## src/rtl/eth_pkg.sv

```systemverilog
// rtl/eth_pkg.sv - shared Ethernet framing constants, framer state enum and dibit helper
package eth_pkg;

    localparam logic [7:0]  PREAMBLE_BYTE   = 8'h55;
    localparam logic [7:0]  SFD_BYTE        = 8'hD5;
    localparam logic [31:0] CRC32_POLY_REFL = 32'hEDB88320;
    localparam logic [31:0] CRC32_INIT      = 32'hFFFFFFFF;
    localparam logic [10:0] ETH_MIN_LEN     = 11'd60;
    localparam logic [10:0] ETH_MAX_LEN     = 11'd1514;
    localparam logic [5:0]  IFG_CLKS        = 6'd48;

    typedef enum logic [2:0] {
        S_IDLE,
        S_PREAMBLE,
        S_SFD,
        S_DATA,
        S_PAD,
        S_FCS,
        S_IFG
    } framer_state_t;

    // Dibit k of a byte; bytes go onto the wire LSB dibit first.
    function automatic logic [1:0] dibit_of(input logic [7:0] b, input logic [1:0] k);
        return b[{k, 1'b0} +: 2];
    endfunction

endpackage

```

## src/rtl/crc32_d2.sv

```systemverilog
// rtl/crc32_d2.sv - reflected CRC32 next-state function consuming two bits per clock
module crc32_d2
    import eth_pkg::*;
(
    input  logic [31:0] crc_in,
    input  logic [1:0]  din,
    output logic [31:0] crc_out
);

    // Two serial LFSR steps, din[0] first since it is the earlier bit on the wire.
    always_comb begin
        crc_out = crc_in;
        for (int i = 0; i < 2; i++) begin
            if (crc_out[0] ^ din[i])
                crc_out = (crc_out >> 1) ^ CRC32_POLY_REFL;
            else
                crc_out = crc_out >> 1;
        end
    end

endmodule

```

## src/rtl/rmii_tx_framer.sv

```systemverilog
// rtl/rmii_tx_framer.sv - RMII transmit framer; FCS generation present when RMII_TX_FCS_EN is defined
module rmii_tx_framer
    import eth_pkg::*;
(
    input  logic        sys_clk,
    input  logic        sys_rst_n,
    input  logic        tx_start,
    input  logic [10:0] tx_len,
    input  logic [7:0]  tx_data,
    output logic        tx_req,
    output logic        tx_busy,
    output logic        tx_done,
    output logic        rmii_txen,
    output logic [1:0]  rmii_txdata
);

    // state/idx/cnt/sreg describe the dibit currently on the wire.
    framer_state_t state;
    logic [1:0]    idx;
    logic [10:0]   cnt;
    logic [7:0]    sreg;
    logic [10:0]   len_q;
    logic [5:0]    ifg_cnt;

    framer_state_t nxt_state;
    logic [10:0]   nxt_cnt;
    logic [7:0]    nxt_byte;
    logic [1:0]    idx_n;
    logic          data_last;
    logic          pad_last;
    logic          frame_last_slot;

    assign idx_n     = idx + 2'd1;
    assign data_last = (cnt == len_q - 11'd1);
    assign pad_last  = (cnt == ETH_MIN_LEN - 11'd1);

`ifdef RMII_TX_FCS_EN
    logic [31:0] crc_q;
    logic [31:0] crc_next;
    logic [1:0]  fcs_sel;

    assign fcs_sel         = cnt[1:0] + 2'd1;
    assign frame_last_slot = (state == S_FCS) && (cnt == 11'd3);

    crc32_d2 u_crc (
        .crc_in  (crc_q),
        .din     (rmii_txdata),
        .crc_out (crc_next)
    );

    // CRC accumulates every DATA/PAD dibit as it leaves; it is frozen during FCS.
    always_ff @(posedge sys_clk or negedge sys_rst_n) begin
        if (!sys_rst_n)
            crc_q <= CRC32_INIT;
        else if (state == S_IDLE)
            crc_q <= CRC32_INIT;
        else if (state == S_DATA || state == S_PAD)
            crc_q <= crc_next;
    end
`else
    assign frame_last_slot = (state == S_DATA && data_last && len_q >= ETH_MIN_LEN) ||
                             (state == S_PAD && pad_last);
`endif

    // Slot-boundary decision: which state and byte follow the current byte slot.
    always_comb begin
        nxt_state = state;
        nxt_cnt   = cnt + 11'd1;
        nxt_byte  = 8'h00;
        case (state)
            S_PREAMBLE: begin
                if (cnt == 11'd6) begin
                    nxt_state = S_SFD;
                    nxt_cnt   = 11'd0;
                    nxt_byte  = SFD_BYTE;
                end else begin
                    nxt_byte = PREAMBLE_BYTE;
                end
            end
            S_SFD: begin
                nxt_cnt = 11'd0;
                if (len_q == 11'd0) begin
                    nxt_state = S_PAD;
                end else begin
                    nxt_state = S_DATA;
                    nxt_byte  = tx_data;
                end
            end
            S_DATA, S_PAD: begin
                if (state == S_DATA && !data_last) begin
                    nxt_byte = tx_data;
                end else if (state == S_DATA && len_q < ETH_MIN_LEN) begin
                    nxt_state = S_PAD;
                end else if (state == S_DATA || pad_last) begin
`ifdef RMII_TX_FCS_EN
                    nxt_state = S_FCS;
                    nxt_cnt   = 11'd0;
                    nxt_byte  = ~crc_next[7:0];
`else
                    nxt_state = S_IFG;
`endif
                end
            end
`ifdef RMII_TX_FCS_EN
            S_FCS: begin
                if (cnt == 11'd3)
                    nxt_state = S_IFG;
                else
                    nxt_byte = ~crc_q[{fcs_sel, 3'b000} +: 8];
            end
`endif
            default: ;
        endcase
    end

    // Framer FSM with registered RMII outputs, fetch requests and done pulse.
    always_ff @(posedge sys_clk or negedge sys_rst_n) begin
        if (!sys_rst_n) begin
            state       <= S_IDLE;
            idx         <= 2'd0;
            cnt         <= 11'd0;
            sreg        <= 8'h00;
            len_q       <= 11'd0;
            ifg_cnt     <= 6'd0;
            tx_req      <= 1'b0;
            tx_busy     <= 1'b0;
            tx_done     <= 1'b0;
            rmii_txen   <= 1'b0;
            rmii_txdata <= 2'b00;
        end else begin
            tx_req  <= 1'b0;
            tx_done <= 1'b0;
            case (state)
                S_IDLE: begin
                    if (tx_start) begin
                        state       <= S_PREAMBLE;
                        idx         <= 2'd0;
                        cnt         <= 11'd0;
                        sreg        <= PREAMBLE_BYTE;
                        len_q       <= (tx_len > ETH_MAX_LEN) ? ETH_MAX_LEN : tx_len;
                        tx_busy     <= 1'b1;
                        rmii_txen   <= 1'b1;
                        rmii_txdata <= dibit_of(PREAMBLE_BYTE, 2'd0);
                    end
                end
                S_IFG: begin
                    if (ifg_cnt == IFG_CLKS - 6'd1) begin
                        state   <= S_IDLE;
                        tx_busy <= 1'b0;
                    end else begin
                        ifg_cnt <= ifg_cnt + 6'd1;
                    end
                end
                default: begin
                    if (idx != 2'd3) begin
                        idx         <= idx_n;
                        rmii_txdata <= dibit_of(sreg, idx_n);
                        if (idx == 2'd1)
                            tx_req <= (state == S_SFD && len_q != 11'd0) ||
                                      (state == S_DATA && !data_last);
                        if (idx == 2'd2)
                            tx_done <= frame_last_slot;
                    end else begin
                        idx   <= 2'd0;
                        state <= nxt_state;
                        cnt   <= nxt_cnt;
                        sreg  <= nxt_byte;
                        if (nxt_state == S_IFG) begin
                            rmii_txen   <= 1'b0;
                            rmii_txdata <= 2'b00;
                            ifg_cnt     <= 6'd0;
                        end else begin
                            rmii_txdata <= dibit_of(nxt_byte, 2'd0);
                        end
                    end
                end
            endcase
        end
    end

endmodule
```

## config.mk

```make
export PLATFORM = sky130hd
export DESIGN_NAME = rmii_tx_framer
export DESIGN_NICKNAME = d
export VERILOG_FILES = /design/src/rtl/eth_pkg.sv /design/src/rtl/crc32_d2.sv /design/src/rtl/rmii_tx_framer.sv
export SDC_FILE = /design/constraint.sdc
export NUM_CORES = 1
export LEC_CHECK = 0
export CAP_MARGIN = 20
export CORE_ASPECT_RATIO = 1.25
export CORE_MARGIN = 2
export CORE_UTILIZATION = 40
export DETAILED_ROUTE_END_ITERATION = 8
export DONT_BUFFER_PORTS = 1
export GPL_TIMING_DRIVEN = 0
export PLACE_DENSITY = 0.59
export SLEW_MARGIN = 20
export SYNTH_ARGS = -nofsm -noshare
export SYNTH_HDL_FRONTEND = slang
export SYNTH_SLANG_ARGS = --single-unit
```

## constraint.sdc

```tcl
create_clock -name sys_clk -period 3.42 [get_ports sys_clk]
set_clock_uncertainty 0.2 [all_clocks]
set_input_delay 0 -clock sys_clk [delete_from_list [all_inputs] [get_ports sys_clk]]
set_output_delay 0 -clock sys_clk [all_outputs]
set_load 0.01 [all_outputs]
```

== Word-level counts from Yosys, hierarchy flattened ==
Index checks and enable logic that the tools add are counted.
Storage, ports and cells
  register bits: 47
  bits of input ports: 22
  output and inout port bits: 6
  logic and storage cells: 111
Operators by class
  add/sub/neg operators: 4
  magnitude comparators: 3
  equality and inequality tests: 19
  shift operators: 1
  multiplexer cells: 46
  bitwise gates (word level): 2
  reductions and logical operators: 25
Operators with widths (number)
  $mux W11: 4
  $pmux W11 S2: 2
  $mux W8: 5
  $mux W3: 8
  $pmux W8 S3: 1
  $mux W6: 3
  $pmux W8 S2: 1
  $pmux W6 S2: 1
  $add A11 B1 Y11 const B: 1
  $eq A11 B11 Y1: 1
  $eq A11 B3 Y1 const B: 1
  $eq A11 B6 Y1 const B: 1
  $ge A11 B6 Y1 const B: 1
  $gt A11 B11 Y1 const B: 1
  $logic_not A11 Y1: 1
  $lt A11 B6 Y1 const B: 1
  $reduce_bool A11 Y1: 1
  $sub A11 B1 Y11 const B: 1
  $mux W1: 10
  $mux W2: 5
  $eq A3 B3 Y1 const B: 3
  $pmux W3 S3: 1
  $reduce_and A3 Y1: 3
  $ne A2 B2 Y1 const B: 4
  other kinds (22): 39

== Logic depth before layout (Yosys ltp) ==
  word-level depth: 10
  mapped depth: 9

== Worst setup path before layout ==
No wires, ideal clock.
  path kind: register -> register
  start point: register len_q[3]
  end point: register sreg[1]
  library setup time: 0.121 ns
  arrival time: 2.429 ns
  required time: 3.099 ns
  setup slack: 0.670 ns
  cell stages (with the launch flop): 10
  buffers on the path: 2
  clock period less this slack: 2.750 ns
  cells stage by stage: dfrtp_1 buf_6 or4_4 buf_6 nor4b_1 o21ai_1 a2111oi_4 a31oi_4 and3_4 a22o_1
On the way
  cells in the longest elaborated chain, start to end: 8
  elaborated cells on any way between the ends: 10
  classes of those cells: add/sub (1); eq/ne (1); mux (5); reduce/logical (3)
Ends and longest elaborated chain
  start, declared: RTL line rmii_tx_framer.sv:22  | logic [10:0] len_q;
  start signal, assigned: RTL line rmii_tx_framer.sv:140  | len_q <= (tx_len > ETH_MAX_LEN) ? ETH_MAX_LEN : tx_len;
  $sub A11 B1 Y11: RTL line rmii_tx_framer.sv:34  | assign data_last = (cnt == len_q - 11'd1);
  $eq A11 B11 Y1: RTL line rmii_tx_framer.sv:34
  $logic_not A1 Y1: RTL line rmii_tx_framer.sv:90  | if (state == S_DATA && !data_last) begin
  $logic_and A1 B1 Y1: RTL line rmii_tx_framer.sv:90
  $mux W8: RTL line rmii_tx_framer.sv:90
  $pmux W8 S3 (*): RTL line rmii_tx_framer.sv:70  | case (state)
  $mux W8 (*): RTL line rmii_tx_framer.sv:155  | if (idx != 2'd3) begin
  $pmux W8 S2 (*): RTL line rmii_tx_framer.sv:133  | case (state)
  end signal, assigned: RTL line rmii_tx_framer.sv:167  | sreg <= nxt_byte;
  end, declared: RTL line rmii_tx_framer.sv:21  | logic [7:0] sreg;
Every way passes the cells marked *; elsewhere a longest branch is shown, timed or not. The select of a mux whose other input is x is not followed.
A chain may end at the register's enable or synchronous reset.

== Final worst setup path ==
  start point: register len_q[5]
  end point: register rmii_txdata[0]
On the way
  cells in the longest elaborated chain, start to end: 10
  elaborated cells on any way between the ends: 18
  classes of those cells: add/sub (1); order compare (1); eq/ne (2); mux (10); reduce/logical (4)
Ends and longest elaborated chain
  $sub A11 B1 Y11: RTL line rmii_tx_framer.sv:34
  $eq A11 B11 Y1: RTL line rmii_tx_framer.sv:34
  $logic_not A1 Y1: RTL line rmii_tx_framer.sv:90
  $logic_and A1 B1 Y1: RTL line rmii_tx_framer.sv:90
  $mux W3: RTL line rmii_tx_framer.sv:90
  $pmux W3 S3: RTL line rmii_tx_framer.sv:70
  $eq A3 B3 Y1: RTL line rmii_tx_framer.sv:168  | if (nxt_state == S_IFG) begin
  $mux W2 (*): RTL line rmii_tx_framer.sv:168
  $mux W2 (*): RTL line rmii_tx_framer.sv:155
  $pmux W2 S2 (*): RTL line rmii_tx_framer.sv:133
  end signal, assigned: RTL line rmii_tx_framer.sv:143  | rmii_txdata <= dibit_of(PREAMBLE_BYTE, 2'd0);
  end signal, assigned: RTL line rmii_tx_framer.sv:157  | rmii_txdata <= dibit_of(sreg, idx_n);
  end signal, assigned: RTL line rmii_tx_framer.sv:173  | rmii_txdata <= dibit_of(nxt_byte, 2'd0);
  end, declared: RTL line rmii_tx_framer.sv:14  | output logic [1:0] rmii_txdata
Every way passes the cells marked *; elsewhere a longest branch is shown, timed or not.

==> run metrics <==
Worst-Margin Slew=771 ps; CTS sink count=47; Buf+Inv Stages, Crit Path=2; CTS Buf Count=5; fin crit period=3280 ps; mean post-synth cell area=9.10 um2; layout cell share with drive strength beyond 1=6.96%; GR Util met2=34.9%; commonest non-fill, non-tap cell in the layout=dfrtp_1; Nets=387; Vias/cell=5.73; effective utilization at floorplan=41.5%; Setup TNS=0 ps; CP startpoint kind=register; first-pass GRT wire length=12,400 um; Final setup viols=0; busiest grt layer=met2; die height=99.4 um; sequential fraction of the synthesis area=40.4%; CP required=3420 ps; Layout area overhead=18.0%; CP Cell Sequence=or4_4, buf_6, nor4b_1, o21ai_1, a2111oi_4, a31oi_4, nand2_1, a21oi_1, dlygate4sd3_1; clock root cell=clkbuf_8; clock latency on the worst-skew pair=300 ps; Max VDD drop=0.168 mV; placed inst area=3020 um2; Rel. slew slack=48.2%; CP top delay family=simple AND/OR/NAND/NOR gates; routed vias=2,571; met1 Track Usage GR=24.2%; CTS tree=yes; Worst-path clk slew=90 ps; Final ANT Viol Nets=0; initial antenna violation count=0; number of synthesized flops with an enable pin=0; routed wire length=7150 um; WHS Path Cells=5; crit path kind=reg2reg; most frequent cells in the layout=dfrtp_1 (47), nand2_1 (32), nor2_1 (30); Ys Warns=0; clock buffer depth=2; DPL Wire Length=5170 um; drt pass-1 iters=4; total track usage=19.5%; CP Max Fanout=8; Async S/R FF share, synth=100%; period utilisation layout=95.8%; synthesized cell area=2910 um2; core area=7020 um2; Max Cap Viol=0; Hold Path Class=in2reg; I/O Pins=28; drt wl/cell=15.9 um; met3 Use GR=3.09%; Fmax=0.305 GHz; Synth Flop Type=dfrtp_1; GRT Residual Overflow=0; CP Capture Type=register; status=finished, final reports clean; PortBufs=0; largest net degree at the start of global routing=35; Design Area, Final=3440 um2; row cnt=34; RSZ-0062 raised after global routing=no; H-tree Lvls=2; Worst path slowest cell=or4_4; Final Hold Vio Count=0; final RePlAce weighted congestion=0.821; number of DRC markers in iteration 0=112; WP depth=9; Data arrival, critical path=3270 ps; Leakage=1.40 nW; number of global-route vias before repair=2,630; Final Max Slew Viols=0; n_diodes=0; DIE AREA=7980 um2; power density cells=291 nW/um2; post-synth net total=349; Mapped Cells=320; count of cell types in the netlist=59; # DRC=0; Die Width=80.3 um; register bit count reported by yosys=47; Crit path largest cell delay=560 ps; worst-case reg-to-reg path depth=9
-- routing by layer --
metal	up-vias	part of all wire (%)
met2	52	52
met3	8	2.9
li1	1258	-
met1	1253	44
met4	0	1.6
met5	-	0
-- cell usage after synthesis, types with 6 or more instances --
cell	n	area share (%)
clkbuf_1	11	1.4
dfrtp_1	47	40
nor4_1	6	1.3
xnor2_1	10	3.0
a21oi_1	17	2.9
nor3_1	9	1.5
nand3_1	14	2.4
nand2_1	32	4.1
and3_1	10	2.1
ha_1	7	3.0
nand4_1	9	1.9
o21ai_0	18	3.1
xor2_1	14	4.2
nor2_1	30	3.9
inv_1	10	1.3
-- final cells by class --
| cell class | count | area, um2 |
|---|---|---|
| Fill cell | 694 | 3580 |
| Multi-Input combinational cell | 248 | 1630 |
| Sequential cell | 47 | 1180 |
| Timing Repair Buffer | 31 | 323 |
| Tap cell | 90 | 113 |
| Clock buffer | 5 | 68.8 |
| Buffer | 14 | 68.8 |
| Inverter | 11 | 41.3 |
| Clock inverter | 3 | 15.0 |
-- worst reg2reg max path, stage by stage, from the launching register on --
cell and delay [ps]:
dfrtp_1 470, or4_4 560, buf_6 150, nor4b_1 270, o21ai_1 150, a2111oi_4 480
a31oi_4 170, nand2_1 110, a21oi_1 60, dlygate4sd3_1 560
-- timing repair --
item / CTS / global route
hold buffers: 29 / 0
gates resized for setup: 0 / 0
endpoints found under the hold margin: 72 / 0
setup endpoints to repair: 0 / 1
buffers inserted: 0 / 2
-- final timing paths --
kind / slack [ps] / startpoint / to
max reg2reg: 140 / len_q[5] / rmii_txdata[0]
min: 60 / tx_len[4] / len_q[2]
min in group asynchronous: 510 / sys_rst_n / cnt[9]
max in group asynchronous: 1260 / sys_rst_n / sreg[6]
max: 140 / len_q[5] / rmii_txdata[0]
min reg2reg: 310 / ifg_cnt[0] / ifg_cnt[0]
-- sequential cells by signal (all words and copies together), names as in the netlist --
| signal | flops |
|---|---|
| cnt | 11 |
| len_q | 11 |
| sreg | 8 |
| ifg_cnt | 6 |
| state | 3 |
| idx | 2 |
| rmii_txdata | 2 |
| rmii_txen | 1 |
| tx_busy | 1 |
| tx_done | 1 |
| tx_req | 1 |
-- stage by stage --
stage | std cells | hold slack (ps) | setup slack, ps | total power, mW | utilization, %
finish | 449 | 64.4 | 145 | 1.00 | 48.9
global placement | 410 | -494 | 425 | 0.640 | 43.1
detailed placement | 410 | -495 | 361 | 0.640 | 43.1
CTS | 447 | 64.6 | 73.7 | 1.01 | 48.7
floorplan | 320 | -496 | 670 | 0.630 | -
global route | 449 | 123 | 24.2 | 1.05 | 48.9
-- power by group --
group / switching, mW / leakage, nW / internal [mW]
registers: 0.0125 / 0.586 / 0.563
clock network: 0.191 / 0.0477 / 0.140
logic: 0.0448 / 0.768 / 0.0492
total: 0.248 / 1.40 / 0.752
-- cell families after synthesis --
kind of cell	synth area share (%)
simple gates	25.3
xor+xnor	7.22
compound gates	18.7
flops	40.4
fa+ha+maj	3.01
mux	1.55
buf+inv	3.78
(Power assumes the default switching activity.)
